## src/rtl/bsg_link_ddr_pkg.sv

```systemverilog
// Shared definitions for the DDR link receive path: parameter defaults,
// derived-width helpers and the beat-assembly phase type.
package bsg_link_ddr_pkg;

  localparam int channel_width_gp         = 8;
  localparam int num_channels_gp          = 2;
  localparam int lg_fifo_depth_gp         = 6;
  localparam int lg_credit_decimation_gp  = 3;

  // One beat carries both DDR edges of every channel.
  function automatic int beat_width(input int channel_width, input int num_channels);
    return 2 * channel_width * num_channels;
  endfunction

  // A core word is two consecutive beats.
  function automatic int core_width(input int channel_width, input int num_channels);
    return 2 * beat_width(channel_width, num_channels);
  endfunction

  typedef enum logic {PH0 = 1'b0, PH1 = 1'b1} phase_e;

endpackage

```

## src/rtl/bsg_link_ddr_downstream_rx_if.sv

```systemverilog
// Wire-side beat inputs, core-side valid/ready word port and credit/status
// outputs of the DDR downstream receiver, bundled with master/slave views.
interface bsg_link_ddr_downstream_rx_if
  import bsg_link_ddr_pkg::*;
#(
  parameter int channel_width_p = channel_width_gp,
  parameter int num_channels_p  = num_channels_gp
);
  localparam int bw_lp = beat_width(channel_width_p, num_channels_p);
  localparam int cw_lp = core_width(channel_width_p, num_channels_p);

  logic [num_channels_p-1:0] io_valid_i;
  logic [bw_lp-1:0]          io_data_i;
  logic                      core_valid_o;
  logic [cw_lp-1:0]          core_data_o;
  logic                      core_ready_i;
  logic [num_channels_p-1:0] token_clk_o;
  logic                      overflow_o;
  logic                      skew_err_o;

  // Receiver side
  modport master (
    input  io_valid_i, io_data_i, core_ready_i,
    output core_valid_o, core_data_o, token_clk_o, overflow_o, skew_err_o
  );

  // Link/core environment side
  modport slave (
    output io_valid_i, io_data_i, core_ready_i,
    input  core_valid_o, core_data_o, token_clk_o, overflow_o, skew_err_o
  );

endinterface

```

## src/rtl/bsg_link_rx_fifo.sv

```systemverilog
// Show-ahead FIFO sized to the sender's credit pool; a write into a full
// FIFO is legal only on the same edge as a read.
module bsg_link_rx_fifo #(
  parameter int width_p    = 64,
  parameter int lg_depth_p = 6
) (
  input  logic                clk,
  input  logic                rst,
  input  logic                enq_v_i,
  input  logic [width_p-1:0]  enq_data_i,
  input  logic                deq_ready_i,
  output logic                valid_o,
  output logic [width_p-1:0]  data_o,
  output logic [lg_depth_p:0] count_o,
  output logic                full_o
);
  localparam logic [lg_depth_p:0] full_count_lp = {1'b1, {lg_depth_p{1'b0}}};

  logic [width_p-1:0]    mem_q [2**lg_depth_p];
  logic [lg_depth_p-1:0] wr_ptr_q, wr_ptr_d;
  logic [lg_depth_p-1:0] rd_ptr_q, rd_ptr_d;
  logic [lg_depth_p:0]   count_q, count_d;
  logic                  deq_s;

  assign valid_o = (count_q != {(lg_depth_p+1){1'b0}});
  assign full_o  = (count_q == full_count_lp);
  assign count_o = count_q;
  assign data_o  = mem_q[rd_ptr_q];
  assign deq_s   = deq_ready_i & valid_o;

  always_comb begin
    wr_ptr_d = wr_ptr_q;
    rd_ptr_d = rd_ptr_q;
    count_d  = count_q;
    if (enq_v_i) begin
      wr_ptr_d = wr_ptr_q + 1'b1;
    end else begin
      wr_ptr_d = wr_ptr_q;
    end
    if (deq_s) begin
      rd_ptr_d = rd_ptr_q + 1'b1;
    end else begin
      rd_ptr_d = rd_ptr_q;
    end
    case ({enq_v_i, deq_s})
      2'b10:   count_d = count_q + 1'b1;
      2'b01:   count_d = count_q - 1'b1;
      default: count_d = count_q;
    endcase
  end

  always_ff @(posedge clk) begin
    if (rst) begin
      wr_ptr_q <= '0;
      rd_ptr_q <= '0;
      count_q  <= '0;
    end else begin
      wr_ptr_q <= wr_ptr_d;
      rd_ptr_q <= rd_ptr_d;
      count_q  <= count_d;
    end
  end

  // Storage needs no reset: count gates visibility of every entry.
  always_ff @(posedge clk) begin
    if (enq_v_i) begin
      mem_q[wr_ptr_q] <= enq_data_i;
    end
  end

endmodule

```

## src/rtl/bsg_link_ddr_downstream_rx.sv

```systemverilog
// DDR link receiver: pairs wire beats into core words, buffers them, and
// returns one credit token toggle per 2^lg_credit_decimation_p dequeues.
module bsg_link_ddr_downstream_rx
  import bsg_link_ddr_pkg::*;
#(
  parameter int channel_width_p        = channel_width_gp,
  parameter int num_channels_p         = num_channels_gp,
  parameter int lg_fifo_depth_p        = lg_fifo_depth_gp,
  parameter int lg_credit_decimation_p = lg_credit_decimation_gp
) (
  input  logic clk,
  input  logic rst,
  bsg_link_ddr_downstream_rx_if.master link
);
  localparam int bw_lp = beat_width(channel_width_p, num_channels_p);
  localparam int cw_lp = core_width(channel_width_p, num_channels_p);

  phase_e                            phase_q, phase_d;
  logic [bw_lp-1:0]                  lo_q, lo_d;
  logic [lg_credit_decimation_p-1:0] credit_q, credit_d;
  logic [num_channels_p-1:0]         token_q, token_d;
  logic                              overflow_q, overflow_d;
  logic                              skew_q, skew_d;

  logic                 beat_v_s, word_v_s, enq_fire_s, deq_fire_s;
  logic                 fifo_valid_s, fifo_full_s;
  logic [cw_lp-1:0]     fifo_data_s;
  logic [lg_fifo_depth_p:0] fifo_count_s;

  assign beat_v_s   = &link.io_valid_i;
  assign deq_fire_s = fifo_valid_s & link.core_ready_i;
  // A full FIFO still takes a word when the head leaves on the same edge.
  assign enq_fire_s = word_v_s & (~fifo_full_s | deq_fire_s);

  always_comb begin
    phase_d    = phase_q;
    lo_d       = lo_q;
    word_v_s   = 1'b0;
    credit_d   = credit_q;
    token_d    = token_q;
    overflow_d = overflow_q;
    skew_d     = skew_q;
    case (phase_q)
      PH0: begin
        if (beat_v_s) begin
          lo_d    = link.io_data_i;
          phase_d = PH1;
        end else begin
          phase_d = PH0;
        end
      end
      PH1: begin
        if (beat_v_s) begin
          word_v_s = 1'b1;
          phase_d  = PH0;
        end else begin
          phase_d = PH1;
        end
      end
      default: phase_d = PH0;
    endcase
    if (word_v_s & ~enq_fire_s) begin
      overflow_d = 1'b1;
    end else begin
      overflow_d = overflow_q;
    end
    if ((|link.io_valid_i) & ~beat_v_s) begin
      skew_d = 1'b1;
    end else begin
      skew_d = skew_q;
    end
    // Token lines flip together when the decimation counter wraps.
    if (deq_fire_s) begin
      credit_d = credit_q + 1'b1;
      if (credit_q == {lg_credit_decimation_p{1'b1}}) begin
        token_d = ~token_q;
      end else begin
        token_d = token_q;
      end
    end else begin
      credit_d = credit_q;
      token_d  = token_q;
    end
  end

  always_ff @(posedge clk) begin
    if (rst) begin
      phase_q    <= PH0;
      lo_q       <= '0;
      credit_q   <= '0;
      token_q    <= '0;
      overflow_q <= 1'b0;
      skew_q     <= 1'b0;
    end else begin
      phase_q    <= phase_d;
      lo_q       <= lo_d;
      credit_q   <= credit_d;
      token_q    <= token_d;
      overflow_q <= overflow_d;
      skew_q     <= skew_d;
    end
  end

  bsg_link_rx_fifo #(
    .width_p    (cw_lp),
    .lg_depth_p (lg_fifo_depth_p)
  ) fifo (
    .clk         (clk),
    .rst         (rst),
    .enq_v_i     (enq_fire_s),
    .enq_data_i  ({link.io_data_i, lo_q}),
    .deq_ready_i (link.core_ready_i),
    .valid_o     (fifo_valid_s),
    .data_o      (fifo_data_s),
    .count_o     (fifo_count_s),
    .full_o      (fifo_full_s)
  );

  assign link.core_valid_o = fifo_valid_s;
  assign link.core_data_o  = fifo_data_s;
  assign link.token_clk_o  = token_q;
  assign link.overflow_o   = overflow_q;
  assign link.skew_err_o   = skew_q;

  logic unused_s;
  assign unused_s = ^fifo_count_s;

endmodule

```

## src/flat_wrapper.sv

```systemverilog
// flat-port wrapper written by rule: the top's interface ports become plain ports
module bsg_link_ddr_downstream_rx_flat import bsg_link_ddr_pkg::*;
#(
  parameter int channel_width_p        = channel_width_gp,
  parameter int num_channels_p         = num_channels_gp,
  parameter int lg_fifo_depth_p        = lg_fifo_depth_gp,
  parameter int lg_credit_decimation_p = lg_credit_decimation_gp
)
  (clk, rst, link_io_valid_i, link_io_data_i, link_core_ready_i, link_core_valid_o, link_core_data_o, link_token_clk_o, link_overflow_o, link_skew_err_o);
  bsg_link_ddr_downstream_rx_if #(.channel_width_p(channel_width_p), .num_channels_p(num_channels_p)) link_i ();
  input  logic clk;
  input  logic rst;
  input wire logic [$bits(link_i.io_valid_i)-1:0] link_io_valid_i;
  input wire logic [$bits(link_i.io_data_i)-1:0] link_io_data_i;
  input wire logic [$bits(link_i.core_ready_i)-1:0] link_core_ready_i;
  output wire logic [$bits(link_i.core_valid_o)-1:0] link_core_valid_o;
  output wire logic [$bits(link_i.core_data_o)-1:0] link_core_data_o;
  output wire logic [$bits(link_i.token_clk_o)-1:0] link_token_clk_o;
  output wire logic [$bits(link_i.overflow_o)-1:0] link_overflow_o;
  output wire logic [$bits(link_i.skew_err_o)-1:0] link_skew_err_o;
  assign link_i.io_valid_i = link_io_valid_i;
  assign link_i.io_data_i = link_io_data_i;
  assign link_i.core_ready_i = link_core_ready_i;
  assign link_core_valid_o = link_i.core_valid_o;
  assign link_core_data_o = link_i.core_data_o;
  assign link_token_clk_o = link_i.token_clk_o;
  assign link_overflow_o = link_i.overflow_o;
  assign link_skew_err_o = link_i.skew_err_o;
  bsg_link_ddr_downstream_rx #(.channel_width_p(channel_width_p), .num_channels_p(num_channels_p), .lg_fifo_depth_p(lg_fifo_depth_p), .lg_credit_decimation_p(lg_credit_decimation_p)) u_core (.clk(clk), .rst(rst), .link(link_i));
endmodule
```

## config.mk

```make
export PLATFORM = sky130hd
export DESIGN_NAME = bsg_link_ddr_downstream_rx_flat
export DESIGN_NICKNAME = d
export VERILOG_FILES = /design/src/rtl/bsg_link_ddr_pkg.sv /design/src/rtl/bsg_link_ddr_downstream_rx_if.sv /design/src/rtl/bsg_link_rx_fifo.sv /design/src/rtl/bsg_link_ddr_downstream_rx.sv /design/src/flat_wrapper.sv
export SDC_FILE = /design/constraint.sdc
export NUM_CORES = 2
export LEC_CHECK = 0
export BUFFER_PORTS_ARGS = -buffer_cell sky130_fd_sc_hd__buf_2
export CORE_MARGIN = 3
export CORE_UTILIZATION = 63
export DETAILED_ROUTE_END_ITERATION = 8
export PLACE_DENSITY = 0.79
export SLEW_MARGIN = 20
export SYNTH_ARGS = -nofsm -noshare
export SYNTH_HDL_FRONTEND = slang
export SYNTH_SLANG_ARGS = --single-unit
```

## constraint.sdc

```tcl
create_clock -name clk -period 6.65 [get_ports clk]
set_input_delay 0.3325 -clock clk [delete_from_list [all_inputs] [get_ports clk]]
set_output_delay 0.3325 -clock clk [all_outputs]
set_load 0.01 [all_outputs]
```

==> qor_table.md <==
| Item | Value | Unit |
|---|---|---|
| Syn. warnings | 0 | - |
| Static leakage | 0.0522 | µW |
| Via density per instance | 7.56 | - |
| CTS H-Tree Depth | 5 | - |
| Clk_lat worst skew | 1.00 | ns |
| F_max | 176 | MHz |
| Core utilization of the finished layout | 0.713 | - |
| Initial Util | 0.636 | - |
| Max-cap check violation count | 0 | - |
| Headroom to the max-slew limit | 0.205 | - |
| Count of cells resized by post-cts repair | 0 | - |
| Post-Synthesis Mean Instance Area | 23.3 | µm² |
| Worst hold slack after final layout | 0.0313 | ns |
| Critical path capture point type | output pin | - |
| PwrDens | 347 | nW/µm² |
| Die Ht | 506 | µm |
| Power, Total | 61100 | µW |
| Count of state elements after synthesis | 4161 | - |
| Placement Rows | 182 | - |
| DIE WIDTH | 506 | µm |
| Cells after Synth | 6745 | - |
| Final hold viol count | 0 | - |
| Root Buffer Master | sky130_fd_sc_hd__clkbuf_16 | - |
| Async S/R FF share, synth | 0 | - |
| Most used flip-flop cell after synthesis | sky130_fd_sc_hd__edfxtp_1 | - |
| Worst clock skew | 0.0647 | ns |
| Initial drt markers | 13600 | - |
| Count of pins over their slew limit | 0 | - |
| Total negative slack | 0 | ns |
| TritonCTS clock tree | done | - |
| Count of port buffers added during placement | 105 | - |
| Worst min path class | in -> reg | - |
| # nets final | 7174 | - |
| Count of final setup violators | 0 | - |
| DRC Markers | 0 | - |
| Total clock sinks | 4161 | - |
| TritonCTS buffer count | 399 | - |
| Detailed-route wire length per cell | 41.3 | µm |
| Maximum net fanout on the critical path | 57 | - |
| Detailed placement HPWL | 227 | mm |
| Sequential-to-total area share from yosys stat | 0.791 | - |
| Detailed-route wire length | 445 | mm |
| Netlist area before placement | 157000 | µm² |
| Cell Area, Placed | 163000 | µm² |
| Count of nets left with antenna violations after detail routing | 0 | - |
| Min cycle time layout | 5.67 | ns |
| Clock edge transition at the registers on the reported setup and hold paths | 0.06 | ns |
| Proportion of layout cells with a drive suffix above 1 | 0.278 | - |
| Maximum number of pins on one net before global-route repair | 123 | - |
| Core area | 247000 | µm² |
| Number of global-route vias before repair | 81900 | - |
| Area enclosed by the die boundary | 256000 | µm² |
| Maximum number of buffers from clock root to sink | 4 | - |
| Layout overhead on the synthesized area | 12.0 | % |
| Final Instance Area | 176000 | µm² |
| Net count after synthesis | 6794 | - |
| Hold_buf cts | 10 | - |
| Count of flip-flops with a built-in enable after synthesis | 4096 | - |
| Global-route wire length before repair | 627 | mm |
| Startpoint kind of the worst setup timing path | flip-flop | - |
| Part of the cycle the worst path needs | 0.852 | - |
| Number of distinct library cells after synthesis | 53 | - |
| Maximum vdd ir drop | 0.346 | mV |
| Boundary pin count | 106 | - |
| Total Routing Usage GR | 0.351 | - |
| Vias post-DR | 81300 | - |
| Crit Path Category | reg -> out | - |
| Final weighted congestion in routability-driven placement | 0.855 | - |
| Detailed-routing iteration count for the pre-antenna-repair pass | 9 | - |
| Arrival time of data at the critical path endpoint | 5.34 | ns |
| # Post-CTS Setup Buffers | 0 | - |
| Crit path required time | 6.32 | ns |
| Transition time of the tightest slew-check pin | 1.19 | ns |
| Run status | complete, no violations | - |
| Unrepaired setup endpoints after global routing | false | - |
| Fillers | 13100 | - |
| Antenna violations before repair | 24 | - |
| Overflow left after global routing | 0 | - |
stage by stage:
step,worst slack [ns],instances
floorplan,1.79,6745
global placement,1.91,10000
detailed placement,2.21,10000
CTS,1.01,10700
global route,0.910,10800
finish,0.981,10800
kinds of logic after synthesis:
| family | after synthesis | synth area share |
|---|---|---|
| adders and majority gates | 12 | 0.00100 |
| and+or+nand+nor | 284 | 0.00804 |
| buffers and inverters | 403 | 0.0120 |
| muxes | 1178 | 0.157 |
| DFF | 4161 | 0.791 |
| AOI/OAI and AO/OA | 693 | 0.0309 |
| xor gates and xnor gates | 14 | 0.000780 |
final timing paths:
kind / startpoint / endpoint / slack (ns) / cells past startpoint
min: link_io_data_i[27] / u_core.fifo.mem_q[38][59] / 0.03 / 2
max: flip-flop / link_core_data_o[4] / 0.98 / 7
max reg2reg: u_core.phase_q / u_core.fifo.mem_q[17][41] / 2.48 / 7
min reg2reg: u_core.credit_q[1] / u_core.credit_q[1] / 0.47 / 2
power by group:
group,internal [µW],switching [µW]
clock network,12900,9700
registers,28800,158
logic,4480,5020
cells in the mapped netlist (3+ instances only):
cell type                  count  share of area
sky130_fd_sc_hd__a211oi_1     13        0.00062
sky130_fd_sc_hd__or2_2         5        0.00020
sky130_fd_sc_hd__o21ai_1       4        0.00013
sky130_fd_sc_hd__a221oi_1    128         0.0071
sky130_fd_sc_hd__edfxtp_1   4096           0.78
sky130_fd_sc_hd__buf_6        12        0.00086
sky130_fd_sc_hd__o21ai_0      61         0.0019
sky130_fd_sc_hd__o211a_1      22         0.0014
sky130_fd_sc_hd__ha_1         11        0.00088
sky130_fd_sc_hd__nand2_1      87         0.0021
sky130_fd_sc_hd__or3b_2        5        0.00028
sky130_fd_sc_hd__buf_2       119         0.0038
sky130_fd_sc_hd__mux2i_1     149         0.0095
sky130_fd_sc_hd__clkbuf_1    196         0.0047
sky130_fd_sc_hd__buf_4        35         0.0017
sky130_fd_sc_hd__nor2b_1      20        0.00080
sky130_fd_sc_hd__o22ai_1      72         0.0029
sky130_fd_sc_hd__nand3b_1      7        0.00033
sky130_fd_sc_hd__xor2_1        7        0.00039
sky130_fd_sc_hd__nand3_1       6        0.00019
sky130_fd_sc_hd__and3_1        6        0.00024
sky130_fd_sc_hd__or3_1         3        0.00012
sky130_fd_sc_hd__buf_1        36        0.00086
sky130_fd_sc_hd__inv_1         5        0.00012
sky130_fd_sc_hd__a21oi_1     220         0.0070
sky130_fd_sc_hd__a22o_1       66         0.0037
sky130_fd_sc_hd__mux4_2     1027           0.15
sky130_fd_sc_hd__dfxtp_1      65         0.0083
sky130_fd_sc_hd__nand2b_1      8        0.00032
sky130_fd_sc_hd__o21a_1        3        0.00014
sky130_fd_sc_hd__xnor2_1       7        0.00039
sky130_fd_sc_hd__o221ai_1     92         0.0051
sky130_fd_sc_hd__nor2_1      127         0.0030
critical path, cell delays in order (launching register included):
cell and delay (ns):
sky130_fd_sc_hd__dfxtp_4 0.85, sky130_fd_sc_hd__buf_4 0.86, sky130_fd_sc_hd__buf_4 0.76, sky130_fd_sc_hd__mux4_2 0.42, sky130_fd_sc_hd__a22o_1 0.26, sky130_fd_sc_hd__a221oi_1 0.49, sky130_fd_sc_hd__a221oi_1 0.32, sky130_fd_sc_hd__buf_2 0.24
metal layers:
metal  part of all wire  vias up  GRT usage
li1                   -    29800          -
met5            0.00019        -          0
met4              0.072       14      0.206
met2               0.49     7835      0.557
met3               0.12     1582     0.0851
met1               0.31    42100      0.450
flip-flops by register name (all words and copies together) (netlist names), 2 cells and up, named ones only:
signal,count
u_core.fifo.count_o,7
u_core.credit_q,3
u_core.link.token_clk_o,2
u_core.fifo.rd_ptr_q,6
u_core.fifo.wr_ptr_q,6
u_core.lo_q,32
u_core.fifo.mem_q,4096
final cells by class:
class / count / area, µm² / share of cell area
Antenna cell: 9 / 22.5 / 0.000128
Clock buffer: 478 / 10500 / 0.0596
Clock inverter: 236 / 2310 / 0.0131
Inverter: 5 / 18.8 / 0.000107
Multi-Input combinational cell: 2181 / 31600 / 0.179
Sequential cell: 4161 / 124000 / 0.706
Tap cell: 3312 / 4140 / 0.0235
Timing Repair Buffer: 377 / 3220 / 0.0183
layout by cell type, fill, tap and decap left out, types with 7 or more instances in the layout:
cell,count
sky130_fd_sc_hd__a211oi_1,13
sky130_fd_sc_hd__a21oi_1,219
sky130_fd_sc_hd__a221oi_1,128
sky130_fd_sc_hd__a22o_1,66
sky130_fd_sc_hd__buf_12,42
sky130_fd_sc_hd__buf_2,94
sky130_fd_sc_hd__buf_4,214
sky130_fd_sc_hd__buf_6,8
sky130_fd_sc_hd__bufinv_16,44
sky130_fd_sc_hd__clkbuf_1,66
sky130_fd_sc_hd__clkbuf_16,406
sky130_fd_sc_hd__clkinv_1,78
sky130_fd_sc_hd__clkinv_2,84
sky130_fd_sc_hd__clkinvlp_4,19
sky130_fd_sc_hd__dfxtp_1,52
sky130_fd_sc_hd__dfxtp_4,7
sky130_fd_sc_hd__diode_2,9
sky130_fd_sc_hd__dlygate4sd3_1,18
sky130_fd_sc_hd__edfxtp_1,4096
sky130_fd_sc_hd__ha_1,11
sky130_fd_sc_hd__mux2i_1,149
sky130_fd_sc_hd__mux4_2,1027
sky130_fd_sc_hd__nand2_1,85
sky130_fd_sc_hd__nand3b_1,7
sky130_fd_sc_hd__nor2_1,60
sky130_fd_sc_hd__nor2_4,66
sky130_fd_sc_hd__nor2b_1,15
sky130_fd_sc_hd__o211a_1,22
sky130_fd_sc_hd__o21ai_0,61
sky130_fd_sc_hd__o221ai_1,92
sky130_fd_sc_hd__o22ai_1,72
sky130_fd_sc_hd__xnor2_1,7
sky130_fd_sc_hd__xor2_1,7
(Power assumes the default switching activity.)
